<file path="config.mk">
export PLATFORM = sky130hd
export DESIGN_NAME = button_conditioner
export DESIGN_NICKNAME = d
export VERILOG_FILES = /design/src/rtl/button_conditioner.sv
export SDC_FILE = /design/constraint.sdc
export NUM_CORES = 1
export LEC_CHECK = 0
export CORE_ASPECT_RATIO = 0.6
export CORE_UTILIZATION = 50
export DETAILED_ROUTE_END_ITERATION = 16
export PLACE_DENSITY = 0.66
export SETUP_SLACK_MARGIN = 0.02
export SLEW_MARGIN = 20
export SYNTH_ARGS = -nofsm -noshare
export SYNTH_HDL_FRONTEND = slang
export SYNTH_SLANG_ARGS = --single-unit
export TNS_END_PERCENT = 5
</file>
<file path="constraint.sdc">
create_clock -name clk -period 4.1 [get_ports clk]
set_input_delay 0.82 -clock clk [delete_from_list [all_inputs] [get_ports clk]]
set_output_delay 0.82 -clock clk [all_outputs]
set_load 0.01 [all_outputs]
</file>
<file path="src/rtl/button_conditioner.sv">
// Input front end for the parking meter: synchronizes and debounces four pushbuttons
// (one pulse per press) and two switches (clean levels) ahead of the incrementer.
module button_conditioner #(
  parameter int DEBOUNCE_CYCLES = 1000000,
  parameter int CNT_W           = 20
) (
  input  logic clk,
  input  logic rst_n,
  input  logic u,
  input  logic l,
  input  logic r,
  input  logic d,
  input  logic sw0,
  input  logic sw1,
  output logic u_pulse,
  output logic l_pulse,
  output logic r_pulse,
  output logic d_pulse,
  output logic sw0_db,
  output logic sw1_db
);

  localparam int NCH  = 6;
  localparam int NBTN = 4;
  localparam logic [CNT_W-1:0] CNT_LAST = CNT_W'(DEBOUNCE_CYCLES - 1);

  typedef enum logic [1:0] {
    IDLE         = 2'd0,
    PRESS_WAIT   = 2'd1,
    HELD         = 2'd2,
    RELEASE_WAIT = 2'd3
  } state_t;

  logic [NCH-1:0] raw;
  logic [NCH-1:0] s1_q;
  logic [NCH-1:0] s2_q;
  logic [NCH-1:0] out_vec;

  // Channels 0..3 are buttons, 4..5 are switches.
  assign raw = {sw1, sw0, d, r, l, u};

  always_ff @(posedge clk or negedge rst_n) begin
    if (!rst_n) begin
      s1_q <= '0;
      s2_q <= '0;
    end else begin
      s1_q <= raw;
      s2_q <= s1_q;
    end
  end

  for (genvar i = 0; i < NCH; i++) begin : g_ch
    state_t           state_q, state_d;
    logic [CNT_W-1:0] cnt_q, cnt_d;
    logic             out_q, out_d;
    logic             accept;
    logic             release_done;

    always_comb begin
      state_d      = state_q;
      cnt_d        = cnt_q;
      accept       = 1'b0;
      release_done = 1'b0;
      case (state_q)
        IDLE: begin
          if (s2_q[i]) begin
            state_d = PRESS_WAIT;
            cnt_d   = '0;
          end
        end
        PRESS_WAIT: begin
          if (!s2_q[i]) begin
            state_d = IDLE;
            cnt_d   = '0;
          end else if (cnt_q == CNT_LAST) begin
            state_d = HELD;
            accept  = 1'b1;
          end else begin
            cnt_d = cnt_q + CNT_W'(1);
          end
        end
        HELD: begin
          if (!s2_q[i]) begin
            state_d = RELEASE_WAIT;
            cnt_d   = '0;
          end
        end
        RELEASE_WAIT: begin
          if (s2_q[i]) begin
            state_d = HELD;
            cnt_d   = '0;
          end else if (cnt_q == CNT_LAST) begin
            state_d      = IDLE;
            release_done = 1'b1;
          end else begin
            cnt_d = cnt_q + CNT_W'(1);
          end
        end
        default: begin
          state_d = IDLE;
          cnt_d   = '0;
        end
      endcase
    end

    // Buttons emit a single-cycle pulse on acceptance; switches hold a level.
    if (i < NBTN) begin : g_btn
      assign out_d = accept;
    end else begin : g_sw
      assign out_d = accept | (out_q & ~release_done);
    end

    always_ff @(posedge clk or negedge rst_n) begin
      if (!rst_n) begin
        state_q <= IDLE;
        cnt_q   <= '0;
        out_q   <= 1'b0;
      end else begin
        state_q <= state_d;
        cnt_q   <= cnt_d;
        out_q   <= out_d;
      end
    end

    assign out_vec[i] = out_q;
  end

  assign u_pulse = out_vec[0];
  assign l_pulse = out_vec[1];
  assign r_pulse = out_vec[2];
  assign d_pulse = out_vec[3];
  assign sw0_db  = out_vec[4];
  assign sw1_db  = out_vec[5];

endmodule

</file>
# Word-level counts from Yosys, hierarchy flattened
# Index checks and enable logic that the tools add are counted.
[totals]
wordCells = 198
ff_bits = 150
out_inout_bits = 6
inputBits = 8
[classes]
addsub = 6
mux = 100
reduce_logical = 18
bitwise = 6
n_eq_ne = 48
[op_table]
columns = ["operator", "n"]
rows = [
  ["two-way mux 20 bit", 30],
  ["one-hot mux 20 bit (4 select lines)", 6],
  ["adder 20 x 1 -> 20 bit (second input constant)", 6],
  ["== test 20 bit (second input constant)", 6],
  ["two-way mux 2 bit", 36],
  ["one-hot mux 2 bit (4 select lines)", 6],
  ["inequality test 3 bit (second input constant)", 12],
  ["== test 2 bit (second input constant)", 12],
  ["inequality test 2 bit (second input constant)", 12],
  ["AND reduction 4 bit", 6],
  ["two-way mux 1 bit", 22],
  ["== test 2 x 1 -> 1 bit (second input constant)", 6],
  ["logical NOT 2 bit", 6],
  ["AND reduction 2 bit", 6],
  ["AND 1 bit", 2],
  ["NOT 1 bit", 2],
  ["OR 1 bit", 2],
]

# Longest topological paths before layout
# Gate-level depths: netlist of run 1.
[logic_depth]
ltp_word = 7
mapped_depth = 8
mapped_depth_nobuf = 6

# Worst setup path after synthesis of run 1
# Ideal clock, no wire load.
[synth_timing]
path_type = "register to register"
startpoint = "reg g_ch[2].cnt_q[10]"
endpoint = "reg (tool-made name)"
required_time_ns = 3.973
t_arrival_ns = 2.079
period_less_slack_ns = 2.207
path_buffers = 1
setup_time_ns = 0.127
stages_incl_launch_ff = 7
setup_slack_ns = 1.893
path_cell_list = "dfrtp_1 or4_1 or4_1 buf_6 nor2_4 nand2_2 mux2_1"
[synth_rtl]
columns = ["item", "line_no", "rtl"]
rows = [
  ["start, declared", "54", "logic [CNT_W-1:0] cnt_q, cnt_d;"],
  ["start signal, assigned", "120", "cnt_q <= cnt_d;"],
]

==> key figures, run 1 <==
GRT
  • First-pass GRT wire length: ~30000 um
  • Largest net degree at the start of global routing: 107
  • Initial antenna violation count: 0
  • Grt ovf: 0
  • Vias in the first global route: ~6200
  • GRT Total Usage: 22.7%

Final layout
  • Footprint of the multi-input gates: ~3800 um2
  • FILL cells: 1263
  • FF+latch area: about 3800 um2
  • Final Util: 58.4%
  • Share of post-route cells with drive strength above 1: 6.59%
  • Area Overhead vs Synth: 11.2%
  • Most frequent cells in the layout: 150 x dfrtp_1, 90 x nand2_1, 86 x o21ai_0
  • Finished Cell Area: approximately 8700 um2
  • Leading cell type in the layout, fill and taps excluded: dfrtp_1
  • Antenna Cells: 0
  • NumNets Final: just under 900

Floorplan
  • Core Footprint: 14800 um2
  • DIE AREA: ~16000 um2
  • Placement Rows: 34
  • Initial core utilization: around 53%
  • Top-Level Pins: 14
  • Die Wd: 163 um
  • Chip height: around 99 um

Synthesis
  • Count of different cell masters after synthesis: just over 60
  • Area leader, netlist: dfrtp_1
  • Complex-gate fraction of the synthesized area: between 10% and 20%
  • #FFs+latches synth: 150
  • Post-synth ARST share: 100%
  • Post-Synth Simple-Gate Area: about 25%
  • Post-synth top flop: dfrtp_1
  • Post-synthesis cell area: around 7800 um2
  • Sequential fraction of the synthesis area: approximately half
  • Mapped Nets: between 800 and 900
  • Largest family of logic cells by synthesized area: simple AND/OR/NAND/NOR gates
  • Ys Warns: 0
  • Top cell type's share of synthesized area: approximately 48%
  • Adder-Cell Fraction of Synth Area: 0.963%
  • Xor-xnor portion of the synthesized cell area: between 3 and 4%
  • Synth top area cells: dfrtp_1 48%, o21ai_0 5.5%, nand2_1 4.3%
  • Mapped Cells: around 850
  • Mux share of post-synthesis cell area: 1.80%
  • Avg Cell Area, Syn: 9.18 um2
  • EDFF count, synth: 0

Detailed routing
  • DR WL met3: approximately 800 um
  • DRC viols: 0
  • Metal1 wirelength: around 9000 um
  • Top layer in use: met4
  • Iter 0 DRT Violations: 625
  • Vias: ~6600
  • Met2 WL: roughly 7500 um
  • DRT antenna net count: 0
  • First-pass DRT Iterations: 7
  • Final WL: 17200 um
  • WL per Instance: 16.2 um
  • Vias/cell: slightly above 6

Pwr
  • Pwr per Cell Area: about 380 nW/um2
  • Pleak: 3.58 nW
  • Maximum VDD drop: 0.257 mV

Clock tree
  • Clk buf depth: 2
  • CTS root buffer: clkbuf_16
  • Hold_buf cts: 0
  • Worst-Skew Late Latency: approximately 420 ps
  • H-tree levels: 4
  • Clock transition at the registers of the reported paths: about 70 ps
  • TritonCTS clock tree: done
  • Total CTS buffers: 17
  • Post-CTS setup buffer count: 0
  • Clock sink count: 150
  • Post-CTS resize count: 0

Critical path
  • CP Max Fanout: 8
  • Setup crit start kind: flip-flop
  • Worst Setup Path Type: reg2reg
  • Data required time of the worst path: roughly 4400 ps
  • Crit. End Element: flip-flop
  • Arr. time, crit path: between 2000 and 3000 ps
  • R2R depth: 6

Flow run
  • Max-cap violation count: 0

Place
  • Dpl hpwl: ~12000 um
  • I/O Buffers: 13
  • RD Place Congestion: between 0.8 and 0.9
  • Pre-CTS setup slack: approximately 1700 ps
  • Placed Area: between 8000 and 9000 um2

Timing
  • Max-slew violations: 0
  • Actual slew at the worst max-slew pin: between 900 and 1000 ps
  • Slew Limit Headroom: 34.2%
  • Post-layout min period: ~2500 ps
  • Worst Hold Slack: approximately 350 ps
  • Final WS setup: between 1500 and 2000 ps
  • Final setup viols: 0
  • Final setup TNS: 0 ps
  • RSZ-0062 raised after global routing: no
  • Final hold vios: 0
  • Final Skew: around 11 ps
  • FMAX: a little over 400 MHz
  • Period utilization: slightly above 60%

Min path
  • Cells on Worst Hold Path: 0
  • Worst hold path class: reg2reg

Status
  • Status: complete, no violations
[layer usage]
metal  global-route usage (%)  vias to the layer above
met4                     6.54                        0
met3                     3.96                       16
met2                     33.0                      181
met1                     34.6                     3223
met5                        0                        -
li1                         -                     3186
[Yosys cell counts (20+ instances only)]
cell	count
xor2_1	27
a21oi_1	40
nand2_1	90
a31oi_1	20
nand3_1	55
inv_1	22
nor2_1	54
and3_1	22
nor3_1	20
dfrtp_1	150
o21ai_0	86
clkbuf_1	28
nand4_1	43
[critical path, stage by stage (launching register included)]
cell     delay (ps)
dfrtp_1         400
ha_1            200
nand3_1         170
or2_2           370
nor4_2          750
nand2_1         170
mux2_2          300
[registers in the layout, summed over array words and instances (netlist names), named ones only]
register / count
g_ch.cnt_q: 120
g_ch.state_q: 6
s1_q: 6
s2_q: 6
d_pulse: 1
l_pulse: 1
r_pulse: 1
sw0_db: 1
sw1_db: 1
u_pulse: 1
[cell type report]
cell class                      count  share of cell area [%]
Clock inverter                     11                    1.43
Timing Repair Buffer               14                    1.75
Multi-Input combinational cell    647                    44.4
Clock buffer                       21                    5.31
Tap cell                          198                    2.86
Inverter                           22                   0.953
Sequential cell                   150                    43.3
[path summary, 6_finish.rpt]
check	endpoint	slack, ps	start
setup / recovery	flip-flop	1620	g_ch[5].cnt_q[0]$_DFFE_PN0P_
hold / removal	s2_q[5]$_DFF_PN0_	350	s1_q[5]$_DFF_PN0_
setup reg to reg	flip-flop	1620	g_ch[5].cnt_q[0]$_DFFE_PN0P_
hold reg to reg	s2_q[5]$_DFF_PN0_	350	s1_q[5]$_DFF_PN0_
max in group asynchronous	g_ch[2].cnt_q[7]$_DFFE_PN0P_	2800	rst_n
min in group asynchronous	sw0_db$_DFF_PN0_	520	rst_n
[stage by stage]
stage | cells | total power [mW]
after global routing | 1063 | 3.40
after floorplan | 849 | 1.67
after CTS | 1063 | 3.31
after global placement | 1031 | 1.74
after detailed placement | 1031 | 1.75
final | 1063 | 3.29
[logic make-up (layout without fill, tap and decap cells)]
| family | Yosys count | count (layout) |
|---|---|---|
| AOI/OAI and AO/OA | 222 | 222 |
| xor gates and xnor gates | 34 | 34 |
| adders and majority gates | 6 | 6 |
| buffers and inverters | 52 | 68 |
| DFF | 150 | 150 |
| muxes | 13 | 13 |
| and+or+nand+nor | 372 | 372 |
[where the power goes]
group / switching, mW / internal [mW] / leakage, nW
registers: 0.0368 / 1.51 / 2.04
logic: 0.119 / 0.0557 / 1.25
clock network: 0.635 / 0.931 / 0.280
total: 0.791 / 2.50 / 3.58
(Power assumes the default switching activity.)
==> run 2: changes to the inputs <==
- PLACE_DENSITY: 0.66 -> 0.69
- clock period: 4.1 -> 2.1 ns (I/O delays scaled with it)
==> run 2 against run 1 <==
The flow now finishes with violations (negative setup slack). Highest routed layer unchanged. Design area rose by 6.8%. Hold slack got worse by 2.4 ps. Routed wire length increased by 8.1%. Power up 100%. Clock skew shrank 1.2 ps. Cell count is 6.0% higher. Core utilization rose by 4.0 points. Non-clock buffer count up 65. Worst setup slack worse by 1700 ps. Critical path depth shrank 1.
==> key figures, run 2 (synthesis results as in run 1) <==
Detailed routing
  • DRT antenna net count: 0
  • Iter 0 DRT Violations: between 600 and 700
  • WL per Instance: between 15 and 20 um
  • Final WL: roughly 19000 um
  • Vias: between 7000 and 8000
  • Vias/cell: about 6.2
  • DRC viols: 0
  • First-pass DRT Iterations: 5

GRT
  • Vias in the first global route: roughly 6600
  • Grt ovf: 0
  • GRT Total Usage: 24.5%
  • Initial antenna violation count: 0
  • First-pass GRT wire length: about 32000 um
  • Met1 Usage GRT: a little under two fifths
  • Largest net degree at the start of global routing: 46
  • Met3 Usage GRT: under 10%
  • Met2 usage in global routing: roughly 36%
  • Most used routing layer in global routing: met1

Critical path
  • CP max-delay cell: or4_4
  • Worst path depth: 5
  • Data required time of the worst path: 2460 ps
  • Buffers plus inverters on the worst setup path: 0
  • CP Max Fanout: 6
  • Crit path launch: g_ch[2].cnt_q[10]$_DFFE_PN0P_
  • Worst R2R Setup Slack: -40 ps
  • Worst R2R End: g_ch[2].cnt_q[4]$_DFFE_PN0P_
  • Setup crit start kind: flip-flop
  • R2R depth: 5
  • Slowest cell delay on critical path: between 500 and 600 ps
  • End point of the critical path: g_ch[2].cnt_q[4]$_DFFE_PN0P_
  • CP dominant cell by count: or4_4
  • RR Startpoint: g_ch[2].cnt_q[10]$_DFFE_PN0P_
  • Worst Setup Path Type: reg2reg
  • Crit. End Element: flip-flop
  • Crit-path leading delay family: simple AND/OR/NAND/NOR gates
  • Arr. time, crit path: around 2500 ps
  • CP Cell Sequence: or4_4, or4_4, or2_4, a31oi_1, a22o_1

Final layout
  • Footprint of the multi-input gates: ~3900 um2
  • NumNets Final: 931
  • Final Util: around 62%
  • FILL cells: between 1000 and 1500
  • FF+latch area: between 3000 and 4000 um2
  • Finished Cell Area: 9250 um2
  • Area Overhead vs Synth: 18.7%
  • Antenna Cells: 0
  • Most frequent cells in the layout: 150 x dfrtp_1, 90 x nand2_1, 83 x o21ai_0
  • Max reg flops: 120
  • Top reg by flops: g_ch.cnt_q
  • Leading cell type in the layout, fill and taps excluded: dfrtp_1
  • Share of post-route cells with drive strength above 1: roughly 14%

Timing
  • Final Skew: just under 10 ps
  • Slew Limit Headroom: 46.5%
  • Final hold vios: 0
  • Final setup viols: 9
  • FMAX: 468 MHz
  • Max-slew violations: 0
  • RSZ-0062 raised after global routing: yes
  • Post-layout min period: roughly 2100 ps
  • Period utilization: 102%
  • Worst Hold Slack: roughly 350 ps
  • Actual slew at the worst max-slew pin: 799 ps
  • Final WS setup: -37.5 ps

Min path
  • Hold Crit Start: s1_q[2]$_DFF_PN0_
  • Worst hold path class: reg2reg

Floorplan
  • Initial core utilization: 52.5%
  • Top-Level Pins: 14
  • Die Wd: ~160 um
  • Core Footprint: between 10000 and 15000 um2
  • Placement Rows: 34
  • Chip height: between 90 and 100 um
  • DIE AREA: roughly 16000 um2

Status
  • Failing checks: negative setup slack
  • Status: finished, violations left

Pwr
  • Pleak: between 3 and 4 nW
  • Pwr per Cell Area: ~700 nW/um2
  • Final Power: roughly 6.7 mW
  • Maximum VDD drop: ~0.53 mV

Clock tree
  • Clk buf depth: 2
  • Clock transition at the registers of the reported paths: approximately 60 ps
  • Post-CTS setup buffer count: 0
  • Total CTS buffers: 17
  • CTS root buffer: clkbuf_16
  • Clock sink count: 150
  • TritonCTS clock tree: done
  • H-tree levels: 4
  • Worst-Skew Late Latency: 420 ps

Flow run
  • Max-cap violation count: 0

Place
  • Dpl hpwl: between 10000 and 15000 um
  • Placed Area: 8570 um2
  • RD Place Congestion: just under 0.9
  • I/O Buffers: 13
## run 2: repair_timing
action | CTS | global route
endpoints found under the hold margin | 38 | 0
pin swaps | 3 | 5
gates cloned | 0 | 0
hold buffers | 1 | 0
setup endpoints to repair | 19 | 27
gates resized for setup | 4 | 14
## run 2: cell type report
cell class              instances  share of cell area, %
flip-flops and latches        150                   40.6
multi-input cells             647                   42.0
clock buffers                  19                   4.79
repair buffers                 79                   7.11
clock inverters                12                   1.92
inverters                      22                  0.892
well taps                     198                   2.68
## run 2: metal layers
metal / share of wire [%] / up-vias
li1: - / 3307
met1: 49 / 3426
met2: 44 / 261
met3: 5.8 / 23
met4: 0.85 / 0
met5: 0 / -
## run 2: worst min-delay path by stage
stage | endpoint | slack [ps] | cells past startpoint
after floorplan | asynchronous set/reset pin | 120 | 0
after global placement | s2_q[5]$_DFF_PN0_ | 330 | 0
after detailed placement | s2_q[2]$_DFF_PN0_ | 340 | 0
after CTS | s2_q[2]$_DFF_PN0_ | 350 | 0
after global routing | s2_q[0]$_DFF_PN0_ | 360 | 0
final | s2_q[2]$_DFF_PN0_ | 350 | 0
## run 2: power breakdown
group,total (mW),internal [mW],switching [mW]
Clock,3.23,2.01,1.22
Combinational,0.404,0.145,0.259
Sequential,3.02,2.95,0.0659
Total,6.65,5.11,1.55
## run 2: through the flow
stage,setup WS (ps),TNS [ps],std cells
2_1_floorplan,-107,-179,849
3_3_place_gp,-95.5,-614,1095
3_5_place_dp,-143,-1530,1095
4_1_cts,-25.6,-82.9,1127
5_1_grt,-104,-728,1127
6_report,-37.5,-127,1127
